### config.mk
export PLATFORM = sky130hd
export DESIGN_NAME = wb_arbiter_flat
export DESIGN_NICKNAME = d
export VERILOG_FILES = /design/src/rtl/wb_arbiter_if.sv /design/src/rtl/wb_arbiter.sv /design/src/flat_wrapper.sv
export SDC_FILE = /design/constraint.sdc
export NUM_CORES = 1
export LEC_CHECK = 0
export ABC_AREA = 1
export CAP_MARGIN = 30
export CORE_ASPECT_RATIO = 0.5
export CORE_MARGIN = 2
export CORE_UTILIZATION = 40
export CTS_CLUSTER_DIAMETER = 50
export CTS_CLUSTER_SIZE = 10
export DETAILED_ROUTE_END_ITERATION = 6
export PLACE_DENSITY = 0.69
export SYNTH_ARGS = -nofsm -noshare
export SYNTH_HDL_FRONTEND = slang
export SYNTH_SLANG_ARGS = --single-unit
### constraint.sdc
create_clock -name clk -period 2.6 [get_ports clk]
set_input_delay 0.52 -clock clk [delete_from_list [all_inputs] [get_ports clk]]
set_output_delay 0.52 -clock clk [all_outputs]
set_load 0.01 [all_outputs]
### src/rtl/wb_arbiter_if.sv
// Register-file write-back bus between the pipeline/LLU side and wb_arbiter.
// master drives the pipeline and LLU requests; slave is the arbiter.
interface wb_arbiter_if;
  logic        WB_RegWrite;
  logic [4:0]  WB_rd_addr;
  logic [31:0] WB_rd_data;
  logic        llu_valid;
  logic [4:0]  llu_rd_addr;
  logic [31:0] llu_rd_data;
  logic        llu_ready;
  logic        stall_req;
  logic        llu_pending;
  logic        rf_we;
  logic [4:0]  rf_waddr;
  logic [31:0] rf_wdata;

  modport master (
    output WB_RegWrite, WB_rd_addr, WB_rd_data,
    output llu_valid, llu_rd_addr, llu_rd_data,
    input  llu_ready, stall_req, llu_pending,
    input  rf_we, rf_waddr, rf_wdata
  );

  modport slave (
    input  WB_RegWrite, WB_rd_addr, WB_rd_data,
    input  llu_valid, llu_rd_addr, llu_rd_data,
    output llu_ready, stall_req, llu_pending,
    output rf_we, rf_waddr, rf_wdata
  );
endinterface

### src/rtl/wb_arbiter.sv
// Shares one register-file write port between pipeline write-back and a 2-entry LLU result FIFO.
// Define WB_ARB_STARVE_EN to add the anti-starvation FORCE cycle (stall_req) after STARVE_MAX WB grants.
module wb_arbiter #(
  parameter int unsigned STARVE_MAX = 4
) (
  input logic         clk,
  input logic         rst,
  wb_arbiter_if.slave bus
);

  localparam int unsigned AW    = 5;
  localparam int unsigned DW    = 32;
  localparam int unsigned DEPTH = 2;

  if (STARVE_MAX < 1 || STARVE_MAX > 7) begin : g_bad_starve_max
    $error("wb_arbiter: STARVE_MAX must be within 1..7");
  end

  logic [AW-1:0] r_mem_addr [DEPTH];
  logic [DW-1:0] r_mem_data [DEPTH];
  logic          r_wptr;
  logic          r_rptr;
  logic [1:0]    r_count;
  logic          r_rf_we;
  logic [AW-1:0] r_rf_waddr;
  logic [DW-1:0] r_rf_wdata;

  logic w_llu_ready;
  logic w_wb_req;
  logic w_push;
  logic w_pop;
  logic w_sel_wb;

  assign w_llu_ready = (r_count < 2'd2) && rst;
  assign w_wb_req    = bus.WB_RegWrite && (bus.WB_rd_addr != '0);
  // Results for r0 are accepted but never stored.
  assign w_push      = bus.llu_valid && w_llu_ready && (bus.llu_rd_addr != '0);

`ifdef WB_ARB_STARVE_EN
  typedef enum logic {
    NORMAL = 1'b0,
    FORCE  = 1'b1
  } state_t;

  localparam logic [2:0] STARVE_LIM = 3'(STARVE_MAX);

  state_t     r_state;
  state_t     w_state_next;
  logic [2:0] r_starve_cnt;
  logic [2:0] w_starve_next;

  always_ff @(posedge clk or negedge rst) begin
    if (!rst) begin
      r_state      <= NORMAL;
      r_starve_cnt <= '0;
    end else begin
      r_state      <= w_state_next;
      r_starve_cnt <= w_starve_next;
    end
  end

  // FORCE overrides the pipeline for one cycle to drain the FIFO head.
  always_comb begin
    w_state_next  = NORMAL;
    w_starve_next = r_starve_cnt;
    w_sel_wb      = 1'b0;
    w_pop         = 1'b0;
    case (r_state)
      FORCE: begin
        w_pop = (r_count != '0);
      end
      default: begin
        if (w_wb_req) begin
          w_sel_wb = 1'b1;
        end else begin
          w_pop = (r_count != '0);
        end
      end
    endcase
    if (w_pop || (r_count == '0)) begin
      w_starve_next = '0;
    end else if (w_sel_wb) begin
      w_starve_next = r_starve_cnt + 3'd1;
    end
    if (w_starve_next == STARVE_LIM) begin
      w_state_next = FORCE;
    end
  end

  assign bus.stall_req = (r_state == FORCE);
`else
  always_comb begin
    w_sel_wb = w_wb_req;
    w_pop    = !w_wb_req && (r_count != '0);
  end

  assign bus.stall_req = 1'b0;
`endif

  always_ff @(posedge clk) begin
    if (w_push) begin
      r_mem_addr[r_wptr] <= bus.llu_rd_addr;
      r_mem_data[r_wptr] <= bus.llu_rd_data;
    end
  end

  always_ff @(posedge clk or negedge rst) begin
    if (!rst) begin
      r_wptr  <= 1'b0;
      r_rptr  <= 1'b0;
      r_count <= '0;
    end else begin
      if (w_push) r_wptr <= ~r_wptr;
      if (w_pop)  r_rptr <= ~r_rptr;
      r_count <= r_count + {1'b0, w_push} - {1'b0, w_pop};
    end
  end

  // Registered write port; address/data hold when nothing is selected.
  always_ff @(posedge clk or negedge rst) begin
    if (!rst) begin
      r_rf_we    <= 1'b0;
      r_rf_waddr <= '0;
      r_rf_wdata <= '0;
    end else if (w_sel_wb) begin
      r_rf_we    <= 1'b1;
      r_rf_waddr <= bus.WB_rd_addr;
      r_rf_wdata <= bus.WB_rd_data;
    end else if (w_pop) begin
      r_rf_we    <= 1'b1;
      r_rf_waddr <= r_mem_addr[r_rptr];
      r_rf_wdata <= r_mem_data[r_rptr];
    end else begin
      r_rf_we    <= 1'b0;
    end
  end

  assign bus.llu_ready   = w_llu_ready;
  assign bus.llu_pending = (r_count != '0);
  assign bus.rf_we       = r_rf_we;
  assign bus.rf_waddr    = r_rf_waddr;
  assign bus.rf_wdata    = r_rf_wdata;

endmodule

### src/flat_wrapper.sv
// flat-port wrapper written by rule: the top's interface ports become plain ports
module wb_arbiter_flat 
#(
  parameter int unsigned STARVE_MAX = 4
)
  (clk, rst, bus_WB_RegWrite, bus_WB_rd_addr, bus_WB_rd_data, bus_llu_valid, bus_llu_rd_addr, bus_llu_rd_data, bus_llu_ready, bus_stall_req, bus_llu_pending, bus_rf_we, bus_rf_waddr, bus_rf_wdata);
  wb_arbiter_if bus_i ();
  input logic clk;
  input logic rst;
  input wire logic [$bits(bus_i.WB_RegWrite)-1:0] bus_WB_RegWrite;
  input wire logic [$bits(bus_i.WB_rd_addr)-1:0] bus_WB_rd_addr;
  input wire logic [$bits(bus_i.WB_rd_data)-1:0] bus_WB_rd_data;
  input wire logic [$bits(bus_i.llu_valid)-1:0] bus_llu_valid;
  input wire logic [$bits(bus_i.llu_rd_addr)-1:0] bus_llu_rd_addr;
  input wire logic [$bits(bus_i.llu_rd_data)-1:0] bus_llu_rd_data;
  output wire logic [$bits(bus_i.llu_ready)-1:0] bus_llu_ready;
  output wire logic [$bits(bus_i.stall_req)-1:0] bus_stall_req;
  output wire logic [$bits(bus_i.llu_pending)-1:0] bus_llu_pending;
  output wire logic [$bits(bus_i.rf_we)-1:0] bus_rf_we;
  output wire logic [$bits(bus_i.rf_waddr)-1:0] bus_rf_waddr;
  output wire logic [$bits(bus_i.rf_wdata)-1:0] bus_rf_wdata;
  assign bus_i.WB_RegWrite = bus_WB_RegWrite;
  assign bus_i.WB_rd_addr = bus_WB_rd_addr;
  assign bus_i.WB_rd_data = bus_WB_rd_data;
  assign bus_i.llu_valid = bus_llu_valid;
  assign bus_i.llu_rd_addr = bus_llu_rd_addr;
  assign bus_i.llu_rd_data = bus_llu_rd_data;
  assign bus_llu_ready = bus_i.llu_ready;
  assign bus_stall_req = bus_i.stall_req;
  assign bus_llu_pending = bus_i.llu_pending;
  assign bus_rf_we = bus_i.rf_we;
  assign bus_rf_waddr = bus_i.rf_waddr;
  assign bus_rf_wdata = bus_i.rf_wdata;
  wb_arbiter #(.STARVE_MAX(STARVE_MAX)) u_core (.clk(clk), .rst(rst), .bus(bus_i));
endmodule
# Word level (Yosys, flattened, before mapping)
# Memory sizes are Yosys's and may differ from the RTL's.
# Cells that the tools add are included.
# W data, S select, Z words.
dict set report totals {
  reg_bits 42
  elab_cells 31
  mem_count 2
  output_inout_bits 41
  mem_bits_rw 74
}
dict set report op_classes {
  n_reduce_logical 10
  addsub 2
  mux 8
  bitwise 2
  order_cmp 1
}
# name words width rd rd_clocked_by_memory_dff wr line
set mem_list {}
lappend mem_list {u_core.r_mem_data 2 32 1 0 1 wb_arbiter.sv:20} ;# logic [DW-1:0] r_mem_data [DEPTH];
lappend mem_list {u_core.r_mem_addr 2 5 1 0 1 wb_arbiter.sv:19} ;# logic [AW-1:0] r_mem_addr [DEPTH];
# cell count
set ops {}
lappend ops {{$mux W32} 2}
lappend ops {{$mux W5} 2}
lappend ops {{$reduce_bool A5 Y1} 2}
lappend ops {{$logic_and A1 B1 Y1} 5}
lappend ops {{$mux W1} 4}
lappend ops {{$reduce_bool A2 Y1} 2}
lappend ops {{$add A2 B1 Y2} 1}
lappend ops {{$lt A2 B2 Y1 const B} 1}
lappend ops {{$not A1 Y1} 2}
lappend ops {{$sub A2 B1 Y2} 1}
lappend ops {{$logic_not A1 Y1} 1}

# Logic depth before layout (Yosys ltp)
# Gate-level depths: netlist of the first run.
dict set report depth {
  depth_word 6
  mapped_depth 10
  depth_no_buf 9
}

# Least setup slack after synthesis of the first run
# No wires, ideal clock.
dict set report synth_path {
  path_type {input -> register}
  startpoint {input rst}
  endpoint {memory u_core.r_mem_addr[1][0] (enable)}
  t_arrival_ns 2.417
  path_slack_ns -0.250
  path_stages 4
  path_buffers 0
  path_cell_list {inv_1 -> nor3b_1 -> nand2_1 -> nor2_1}
}
dict set report synth_via {
  elab_chain_len 5
}
# element line
set synth_lines {}
lappend synth_lines {{start, declared} flat_wrapper.sv:9} ;# input logic rst;
lappend synth_lines {{$logic_and A1 B1 Y1} wb_arbiter.sv:34} ;# assign w_llu_ready = (r_count < 2'd2) && rst;
lappend synth_lines {{$logic_and A1 B1 Y1 (2 in a row)} wb_arbiter.sv:37} ;# assign w_push = bus.llu_valid && w_llu_ready && (bus.llu_rd_addr != '0);
lappend synth_lines {{$mux W1} wb_arbiter.sv:101} ;# if (w_push) begin
lappend synth_lines {{$mux W1 (not written as such)} wb_arbiter.sv:102} ;# r_mem_addr[r_wptr] <= bus.llu_rd_addr;
lappend synth_lines {{end, declared} wb_arbiter.sv:19}
# No other way between the ends.

# Worst setup path in the final report of the first run
dict set report layout_path {
  startpoint {register u_core.r_count[1]}
  endpoint {output bus_llu_pending}
}
dict set report layout_via {
  elab_chain_len 1
}
# element line
set layout_lines {}
lappend layout_lines {{start, declared} wb_arbiter.sv:23} ;# logic [1:0] r_count;
lappend layout_lines {{start signal, assigned} wb_arbiter.sv:115} ;# r_count <= r_count + {1'b0, w_push} - {1'b0, w_pop};
lappend layout_lines {{$reduce_bool A2 Y1} wb_arbiter.sv:139} ;# assign bus.llu_pending = (r_count != '0);
lappend layout_lines {{end, declared} flat_wrapper.sv:18} ;# output wire logic [$bits(bus_i.llu_pending)-1:0] bus_llu_pending;
# No other way between the ends.

==> flow_summary.json, run 1 <==
{
  "num_rows": 29,
  "cp.arrival_ns": 1.81,
  "maxCapViolCount": 0,
  "ys_ff_latch": 116,
  "drcViolationCount": 0,
  "synth_cell_types": 24,
  "peakVddDrop_mv": 0.491,
  "totalWireLength_um": 11800,
  "fillers": 1079,
  "antenna_found_initial": 0,
  "tightestPinTransition_ns": 0.849,
  "routed-via-count": 3609,
  "power_frac_seq_pct": 35.9,
  "post-route-min-period_ns": 2.33,
  "drv_slew": 0,
  "cts_max_path_buffers": 2,
  "grt_pass1_vias": 3818,
  "swShare_pct": 30.7,
  "root_buffer": "clkbuf_16",
  "cp_data_required_time_ns": 2.08,
  "path_clk_slew_ns": 0.05,
  "synth_area_mm2": 0.00510,
  "tritoncts": "built",
  "syn_nets": 521,
  "hold_viol_final": 0,
  "critPathLaunchType": "flop",
  "synth.avg_cell_area_um2": 11.6,
  "area_delta_synth_final_pct": 37.3,
  "drt_iter0_drc": 201,
  "dieArea_mm2": 0.0137,
  "slowest_delay_ns": 0.61,
  "p_leak_nw": 2.81,
  "hpwl_um": 7240,
  "path_max_fanout": 14,
  "design.portCount": 119,
  "grt_max_degree": 78,
  "gp_congestion": 0.725,
  "io_buffers": 117,
  "grt_usage_pct": 18.5,
  "regArea_mm2": 0.00327,
  "setup_viol": 0,
  "finClkSkew_ns": 0.00943,
  "grt-ovfl-total": 0,
  "p_per_area_mw_per_mm2": 1010,
  "nets": 638,
  "vias_per_cell": 4.87,
  "fp.dieW_um": 164,
  "cts_setup_buffers": 0,
  "multi_input_area_mm2": 0.00158,
  "fin_crit_sh_pct": 89.5,
  "cts_resized": 0,
  "worstSkewPairLatency_ns": 0.40,
  "switchingPower_mw": 2.18,
  "internal-power_mw": 4.92,
  "antenna_left": 0,
  "slowest_stage": "clkdlybuf4s50_1",
  "hold_path.class": "input pin to async pin",
  "clockPowerShare_pct": 34.5,
  "endpoint_kind": "primary output",
  "cts.sinks": 116,
  "dieHeight_um": 83.9,
  "totalPowerFinal_mw": 7.10,
  "max_freq_ghz": 0.430,
  "diodes": 0,
  "core_mm2": 0.0126,
  "ys_seq_area_share_pct": 64.1,
  "status": "finished, final reports clean",
  "start_util_pct": 40.7,
  "syn_inst": 441,
  "yosysWarnings": 0,
  "drt-wirelength-per-cell_um": 15.9,
  "fin_cells": 741,
  "path_cells": "nor2_4 -> inv_2 -> clkdlybuf4s50_1",
  "criticalPathCategory": "flop to primary output",
  "maxSlewHeadroom_pct": 43.4,
  "hold_buffers": 0,
  "fin_tns_setup_ns": 0,
  "drive_gt1_share_pct": 18.4,
  "pwr-share-comb_pct": 29.5,
  "h-tree-depth": 4,
  "grt_pass1_wl_um": 19400,
  "grt_setup_unrepaired": "false",
  "place_inst": 709,
  "numCtsBuffers": 17,
  "drt-pass1-iter-count": 4
}
## synth_stat cells
master    count  area share (%)
a21oi_1      25             2.5
buf_12        4             1.6
buf_2        10            0.98
buf_4         9             1.3
buf_6         1            0.22
clkbuf_1      6            0.44
clkinv_1      1           0.073
conb_1        1           0.073
dfrtp_1      42              21
edfxtp_1     74              44
ha_1          2            0.49
inv_1         7            0.51
inv_2         3            0.22
nand2_1     131             9.6
nand2_4       1            0.22
nand3_1      52             5.1
nand3_2      55              11
nand3b_1      2            0.29
nor2_1        9            0.66
nor2_2        1            0.12
nor3b_1       1            0.15
o21ai_0       1           0.098
o21ai_1       1           0.098
xnor2_1       2            0.34
## worst max-delay path, delay by kind of cell (launching register included)
kind,cells,cell delay (ns)
buffers and inverters,2,0.89
DFF,1,0.47
and+or+nand+nor,1,0.05
## per-stage QoR
| step | instance area [um^2] | worst slack (ns) | hold slack (ns) | utilization [%] |
|---|---|---|---|---|
| final | 7010 | 0.272 | 0.236 | 55.8 |
| after global routing | 7010 | 0.189 | 0.299 | 55.8 |
| after CTS | 7010 | 0.247 | 0.247 | 55.8 |
| after detailed placement | 6380 | 0.406 | 0.502 | 50.8 |
| after global placement | 6380 | 0.444 | 0.496 | 50.8 |
| after floorplan | 5110 | 0.356 | 0.224 | - |
## area by class of cell
type | instances | share of cell area, %
clock buffer | 22 | 6.77
tap | 170 | 3.04
clock inverter | 10 | 2.18
multi-input combinational | 284 | 22.5
timing repair buffer | 128 | 18.2
sequential | 116 | 46.7
inverter | 11 | 0.589
## per-layer routing
metal / GRT usage, % / wire length, um / vias to the layer above
li1: - / - / 1755
met1: 25.0 / 5430 / 1757
met2: 29.4 / 5720 / 85
met3: 4.12 / 462 / 12
met4: 6.94 / 155 / 0
met5: 0 / 0 / -
## registers in the layout, summed over array words and instances, names as in the netlist
| register | cells |
|---|---|
| u_core.bus.rf_waddr | 5 |
| u_core.bus.rf_wdata | 32 |
| u_core.bus.rf_we | 1 |
| u_core.r_count | 2 |
| u_core.r_mem_addr | 10 |
| u_core.r_mem_data | 64 |
| u_core.r_rptr | 1 |
| u_core.r_wptr | 1 |
## placed cells by master (no fill, tap or decap)
cell type          n
inv_2              3
clkinv_1           1
nand2_4            1
buf_12             2
nand2_1          131
nor3b_1            1
ha_1               2
clkinvlp_4         1
nand3_1           52
xnor2_1            2
nand3b_1           2
buf_4              9
conb_1             1
clkinv_2           5
nor2_1             6
bufinv_16          4
clkbuf_1           2
clkbuf_8           3
nor2_2             1
inv_1              7
clkbuf_16         17
o21ai_1            1
nand3_2           55
o21ai_0            1
nor2_4             3
dfrtp_1           42
clkdlybuf4s50_1  116
buf_2              1
a21oi_1           25
edfxtp_1          74
## path summary, 6_finish.rpt
path,startpoint,end,slack (ns),depth (start not counted)
worst max-delay path,u_core.r_count[1]$_DFF_PN0_,bus_llu_pending,0.27,3
worst min-delay path,rst,u_core.bus.rf_wdata[9]$_DFFE_PN0P_,0.24,2
worst max register to register,u_core.r_count[1]$_DFF_PN0_,u_core.bus.rf_wdata[2]$_DFFE_PN0P_,0.81,5
worst min register to register,u_core.bus.rf_wdata[2]$_DFFE_PN0P_,u_core.bus.rf_wdata[2]$_DFFE_PN0P_,0.51,2
max in group asynchronous,rst,u_core.bus.rf_waddr[2]$_DFFE_PN0P_,1.95,2
min in group clk,u_core.bus.rf_wdata[2]$_DFFE_PN0P_,u_core.bus.rf_wdata[2]$_DFFE_PN0P_,0.51,2
## power groups by stage
stage	clock, mW	sequential [mW]	combinational [mW]
finish	2.45	2.55	2.10
global route	2.59	2.59	2.34
CTS	2.48	2.56	2.13
detailed placement	0	2.58	2.12
global placement	0	2.58	2.09
floorplan	0	2.65	1.19
## cell families after synthesis
| group | synth area share, % |
|---|---|
| AOI/OAI and AO/OA | 2.65 |
| xor gates and xnor gates | 0.343 |
| adders and majority gates | 0.490 |
| buffers and inverters | 5.34 |
| DFF | 64.1 |
| other | 0.0735 |
| and+or+nand+nor | 27.0 |
Power figures use the tool's default switching activity.
==> run 2, diff against run 1 <==
CORE_MARGIN = not set   (was 2)
==> run 2 against run 1 <==
Net effect: utilization grew 1.8 points; clock power down 2%; combinational power about the same; final cell count decreased by 0.81%; register-to-register slack hardly changed.
==> flow_summary.json, run 2 (synthesis results as in run 1) <==
{
  "setup_viol": 0,
  "post-route-min-period_ns": 2.32,
  "drt-pass1-iter-count": 4,
  "antenna_found_initial": 0,
  "io_buffers": 117,
  "criticalPathCategory": "flop to primary output",
  "grt_pass1_vias": 3651,
  "place_area_mm2": 0.00638,
  "path_cells": "nor2_4 -> inv_2 -> clkdlybuf4s50_1",
  "largest_reg_flops": 64,
  "critPathLaunchType": "flop",
  "dieArea_mm2": 0.0132,
  "grt_pass1_wl_um": 18300,
  "maxCapViolCount": 0,
  "area_delta_synth_final_pct": 36.9,
  "gp_congestion": 0.744,
  "maxSlewHeadroom_pct": 43.2,
  "setup_ws_ns": 0.281,
  "root_buffer": "clkbuf_16",
  "cts_max_path_buffers": 2,
  "regMostFlops": "u_core.r_mem_data",
  "highest_layer": "met4",
  "cp.arrival_ns": 1.80,
  "hold_path.class": "input pin to async pin",
  "hold_buffers": 0,
  "design.portCount": 119,
  "diodes": 0,
  "drv_slew": 0,
  "num_rows": 28,
  "cts.sinks": 116,
  "tightestPinTransition_ns": 0.852,
  "final_area_mm2": 0.00699,
  "grt_usage_pct": 18.6,
  "wl_met2_um": 5760,
  "cp_data_required_time_ns": 2.08,
  "worstSkewPairLatency_ns": 0.40,
  "final_common_cell": "nand2_1",
  "r2r_slack_ns": 0.81,
  "routed-wl-met3_um": 401,
  "path_clk_slew_ns": 0.05,
  "hpwl_um": 7080,
  "peakVddDrop_mv": 0.541,
  "drt_iter0_drc": 181,
  "fillers": 1030,
  "totalWireLength_um": 11600,
  "fin_crit_sh_pct": 89.2,
  "cts_setup_buffers": 0,
  "max_freq_ghz": 0.431,
  "slowest_stage": "clkdlybuf4s50_1",
  "antenna_left": 0,
  "pre_cts_ws_ns": 0.390,
  "tritoncts": "built",
  "totalPowerFinal_mw": 7.04,
  "final_cell_mix": "131 x nand2_1, 116 x clkdlybuf4s50_1, 74 x edfxtp_1",
  "drcViolationCount": 0,
  "p_per_area_mw_per_mm2": 1010,
  "h-tree-depth": 4,
  "hold_viol_final": 0,
  "grt_setup_unrepaired": "false",
  "wl_met1_um": 5360,
  "fp.dieW_um": 162,
  "path_max_fanout": 14,
  "numCtsBuffers": 17,
  "p_leak_nw": 2.79,
  "fin_tns_setup_ns": 0,
  "routed-via-count": 3622,
  "drt-wirelength-per-cell_um": 15.8,
  "cts_resized": 0,
  "finClkSkew_ns": 0.0107,
  "grt-ovfl-total": 0,
  "core_mm2": 0.0121,
  "status": "finished, final reports clean",
  "endpoint_kind": "primary output",
  "drive_gt1_share_pct": 17.7,
  "grt_max_degree": 78,
  "dieHeight_um": 81.9,
  "nets": 637,
  "start_util_pct": 42.1,
  "slowest_delay_ns": 0.61,
  "vias_per_cell": 4.93
}
run 2: cell count changes in the layout (fill, tap and decap cells not counted), sizes merged:
cell,change
clkbuf,-1
buf,-1
clkinvlp,+1
run 2: critical path: cells and delay by family, from the launching register on:
| kind | cells | cell delay (ns) |
|---|---|---|
| buf+inv | 2 | 0.88 |
| flops | 1 | 0.47 |
| simple gates | 1 | 0.05 |
run 2: layout make-up:
class | count | area, um^2 | share of cell area, %
inverters | 11 | 41.3 | 0.591
flip-flops and latches | 116 | 3270 | 46.8
multi-input cells | 284 | 1580 | 22.6
clock buffers | 21 | 450 | 6.45
repair buffers | 127 | 1280 | 18.3
well taps | 165 | 206 | 2.95
clock inverters | 11 | 158 | 2.26
run 2: metrics by stage:
stage          instances  util (%)  hold slack, ns
2_1_floorplan        441         -           0.224
3_3_place_gp         703      52.6           0.495
3_5_place_dp         703      52.6           0.505
4_1_cts              735      57.6           0.265
5_1_grt              735      57.6           0.301
6_report             735      57.6           0.256
run 2: final timing paths:
| path | cells after the start | from | to |
|---|---|---|---|
| setup / recovery | 3 | u_core.r_count[1]$_DFF_PN0_ | bus_llu_pending |
| hold reg to reg | 2 | u_core.bus.rf_wdata[9]$_DFFE_PN0P_ | u_core.bus.rf_wdata[9]$_DFFE_PN0P_ |
| min in group clk | 2 | u_core.bus.rf_wdata[9]$_DFFE_PN0P_ | u_core.bus.rf_wdata[9]$_DFFE_PN0P_ |
| setup reg to reg | 5 | u_core.r_count[1]$_DFF_PN0_ | u_core.bus.rf_wdata[3]$_DFFE_PN0P_ |
| max in group asynchronous | 2 | rst | u_core.bus.rf_wdata[20]$_DFFE_PN0P_ |
| hold / removal | 2 | rst | u_core.bus.rf_wdata[9]$_DFFE_PN0P_ |
run 2: report_power, final:
| part | total [mW] | switching (mW) | internal (mW) |
|---|---|---|---|
| registers | 2.54 | 0.201 | 2.34 |
| logic | 2.10 | 1.19 | 0.907 |
| clock network | 2.40 | 0.781 | 1.62 |
run 2: metal layers:
layer,global-route usage (%),vias to the layer above
li1,-,1750
met1,23.2,1797
met2,31.6,66
met3,3.99,9
met4,8.40,0
met5,0,-
==> run 3, diff against run 2 <==
CORE_UTILIZATION = 45   (was 40)
PLACE_DENSITY = 0.76   (was 0.69)
==> run 3 against run 2 <==
Net effect: worst hold slack got worse by 0.053 ns; sequential power barely moved; utilization rose by 5.2 points; critical path type unchanged; the flow now finishes with violations (DRC); flip-flop and latch count did not move; routed wire length fell by 4.4%; combinational power barely moved; first-iteration DRC count rose by 34%.
==> flow_summary.json, run 3 (synthesis results as in run 1) <==
{
  "cts_resized": 0,
  "max_freq_ghz": 0.430,
  "r2r_slack_ns": 0.88,
  "design.portCount": 119,
  "holdWs_ns": 0.203,
  "nets": 637,
  "regMostFlops": "u_core.r_mem_data",
  "cts_max_path_buffers": 2,
  "post-route-min-period_ns": 2.33,
  "antenna_left": 0,
  "regArea_mm2": 0.00327,
  "io_buffers": 117,
  "fp.dieW_um": 153,
  "switchingPower_mw": 2.22,
  "totalWireLength_um": 11100,
  "maxSlewHeadroom_pct": 44.2,
  "h-tree-depth": 4,
  "criticalPathCategory": "flop to primary output",
  "drt-wirelength-per-cell_um": 15.6,
  "tightestPinTransition_ns": 0.838,
  "diodes": 0,
  "cts_setup_buffers": 0,
  "path_clk_slew_ns": 0.06,
  "grt_pass1_vias": 3614,
  "violations": "DRC",
  "hpwl_um": 6660,
  "grt_max_degree": 78,
  "gp_congestion": 0.742,
  "finClkSkew_ns": 0.00645,
  "grt-ovfl-total": 0,
  "power_frac_seq_pct": 37.1,
  "final_cell_mix": "131 x nand2_1, 116 x clkdlybuf4s50_1, 74 x edfxtp_1",
  "worstSkewPairLatency_ns": 0.41,
  "drv_slew": 0,
  "p_leak_nw": 2.76,
  "dieArea_mm2": 0.0118,
  "fillers": 857,
  "endpoint_kind": "primary output",
  "drt-pass1-iter-count": 7,
  "multi_input_area_mm2": 0.00158,
  "swShare_pct": 32.3,
  "drive_gt1_share_pct": 18.1,
  "drt_iter0_drc": 243,
  "grt_usage_pct": 20.1,
  "r2r-start": "u_core.r_count[1]$_DFF_PN0_",
  "hold_buffers": 0,
  "fin_tns_setup_ns": 0,
  "fin_crit_sh_pct": 89.5,
  "grt_pass1_wl_um": 17900,
  "root_buffer": "clkbuf_16",
  "drcViolationCount": 1,
  "cp.arrival_ns": 1.81,
  "regToRegEndpoint": "u_core.bus.rf_wdata[3]$_DFFE_PN0P_",
  "core_mm2": 0.0110,
  "final_common_cell": "nand2_1",
  "hold_path.class": "input pin to async pin",
  "grt_setup_unrepaired": "false",
  "antenna_found_initial": 0,
  "tritoncts": "built",
  "routed-via-count": 3578,
  "hold_viol_final": 0,
  "num_rows": 27,
  "r2r_cells": 5,
  "cp_data_required_time_ns": 2.08,
  "numCtsBuffers": 17,
  "cts.sinks": 116,
  "status": "finished, violations left",
  "vias_per_cell": 5.00,
  "pwr-share-comb_pct": 30.6,
  "setup_viol": 0,
  "clockPowerShare_pct": 32.4,
  "area_delta_synth_final_pct": 35.6,
  "critPathLaunchType": "flop",
  "start_util_pct": 46.3,
  "peakVddDrop_mv": 0.648,
  "maxCapViolCount": 0,
  "path_max_fanout": 14,
  "p_per_area_mw_per_mm2": 992,
  "dieHeight_um": 77.3,
  "internal-power_mw": 4.65,
  "largest_reg_flops": 64
}
-- run 3: cell count changes in the layout (fill, tap and decap cells not counted), sizes merged --
cell	previous run	this run
bufinv	4	2
clkinv	6	7
clkinvlp	2	5
inv	10	11
clkbuf	21	18
-- run 3: area by class of cell --
class | count | area share, %
Sequential cell | 116 | 47.3
Clock inverter | 14 | 1.99
Timing Repair Buffer | 127 | 18.5
Inverter | 11 | 0.597
Tap cell | 145 | 2.62
Clock buffer | 18 | 6.20
Multi-Input combinational cell | 284 | 22.8
-- run 3: layer usage --
layer	global-route usage, %	routed length (um)	vias up
met5	0	0	-
met4	8.38	207	0
met1	24.0	4800	1715
met2	34.6	5680	95
met3	5.48	452	20
li1	-	-	1748
-- run 3: critical path, cell delays in order, from the launching register on --
cell and delay, ns:
dfrtp_1 0.46, nor2_4 0.05, inv_2 0.27, clkdlybuf4s50_1 0.61
-- run 3: stage by stage --
| step | instances | area (um^2) | setup WS [ns] | utilization, % | power, mW |
|---|---|---|---|---|---|
| final | 715 | 6920 | 0.274 | 62.8 | 6.86 |
| after global routing | 715 | 6920 | 0.202 | 62.8 | 7.18 |
| after CTS | 715 | 6920 | 0.250 | 62.8 | 6.91 |
| after detailed placement | 683 | 6350 | 0.463 | 57.7 | 4.67 |
| after global placement | 683 | 6350 | 0.501 | 57.7 | 4.63 |
| after floorplan | 441 | 5110 | 0.356 | - | 3.83 |
-- run 3: worst max path at each step --
stage / endpoint / slack [ns] / from / cells after the start
after floorplan: u_core.r_mem_addr[1][0]$_DFFE_PP_ / 0.36 / rst / 4
after global placement: u_core.bus.rf_wdata[21]$_DFFE_PN0P_ / 0.50 / bus_WB_rd_addr[2] / 8
after detailed placement: u_core.bus.rf_wdata[16]$_DFFE_PN0P_ / 0.46 / bus_WB_rd_addr[2] / 8
after CTS: bus_llu_pending / 0.25 / u_core.r_count[1]$_DFF_PN0_ / 3
after global routing: bus_llu_pending / 0.20 / u_core.r_count[1]$_DFF_PN0_ / 3
final: bus_llu_pending / 0.27 / u_core.r_count[1]$_DFF_PN0_ / 3
-- run 3: power groups by stage --
stage | combinational, mW | sequential, mW | clock (mW)
finish | 2.10 | 2.54 | 2.22
global route | 2.27 | 2.58 | 2.32
CTS | 2.12 | 2.55 | 2.24
detailed placement | 2.09 | 2.58 | 0
global placement | 2.06 | 2.57 | 0
floorplan | 1.19 | 2.65 | 0
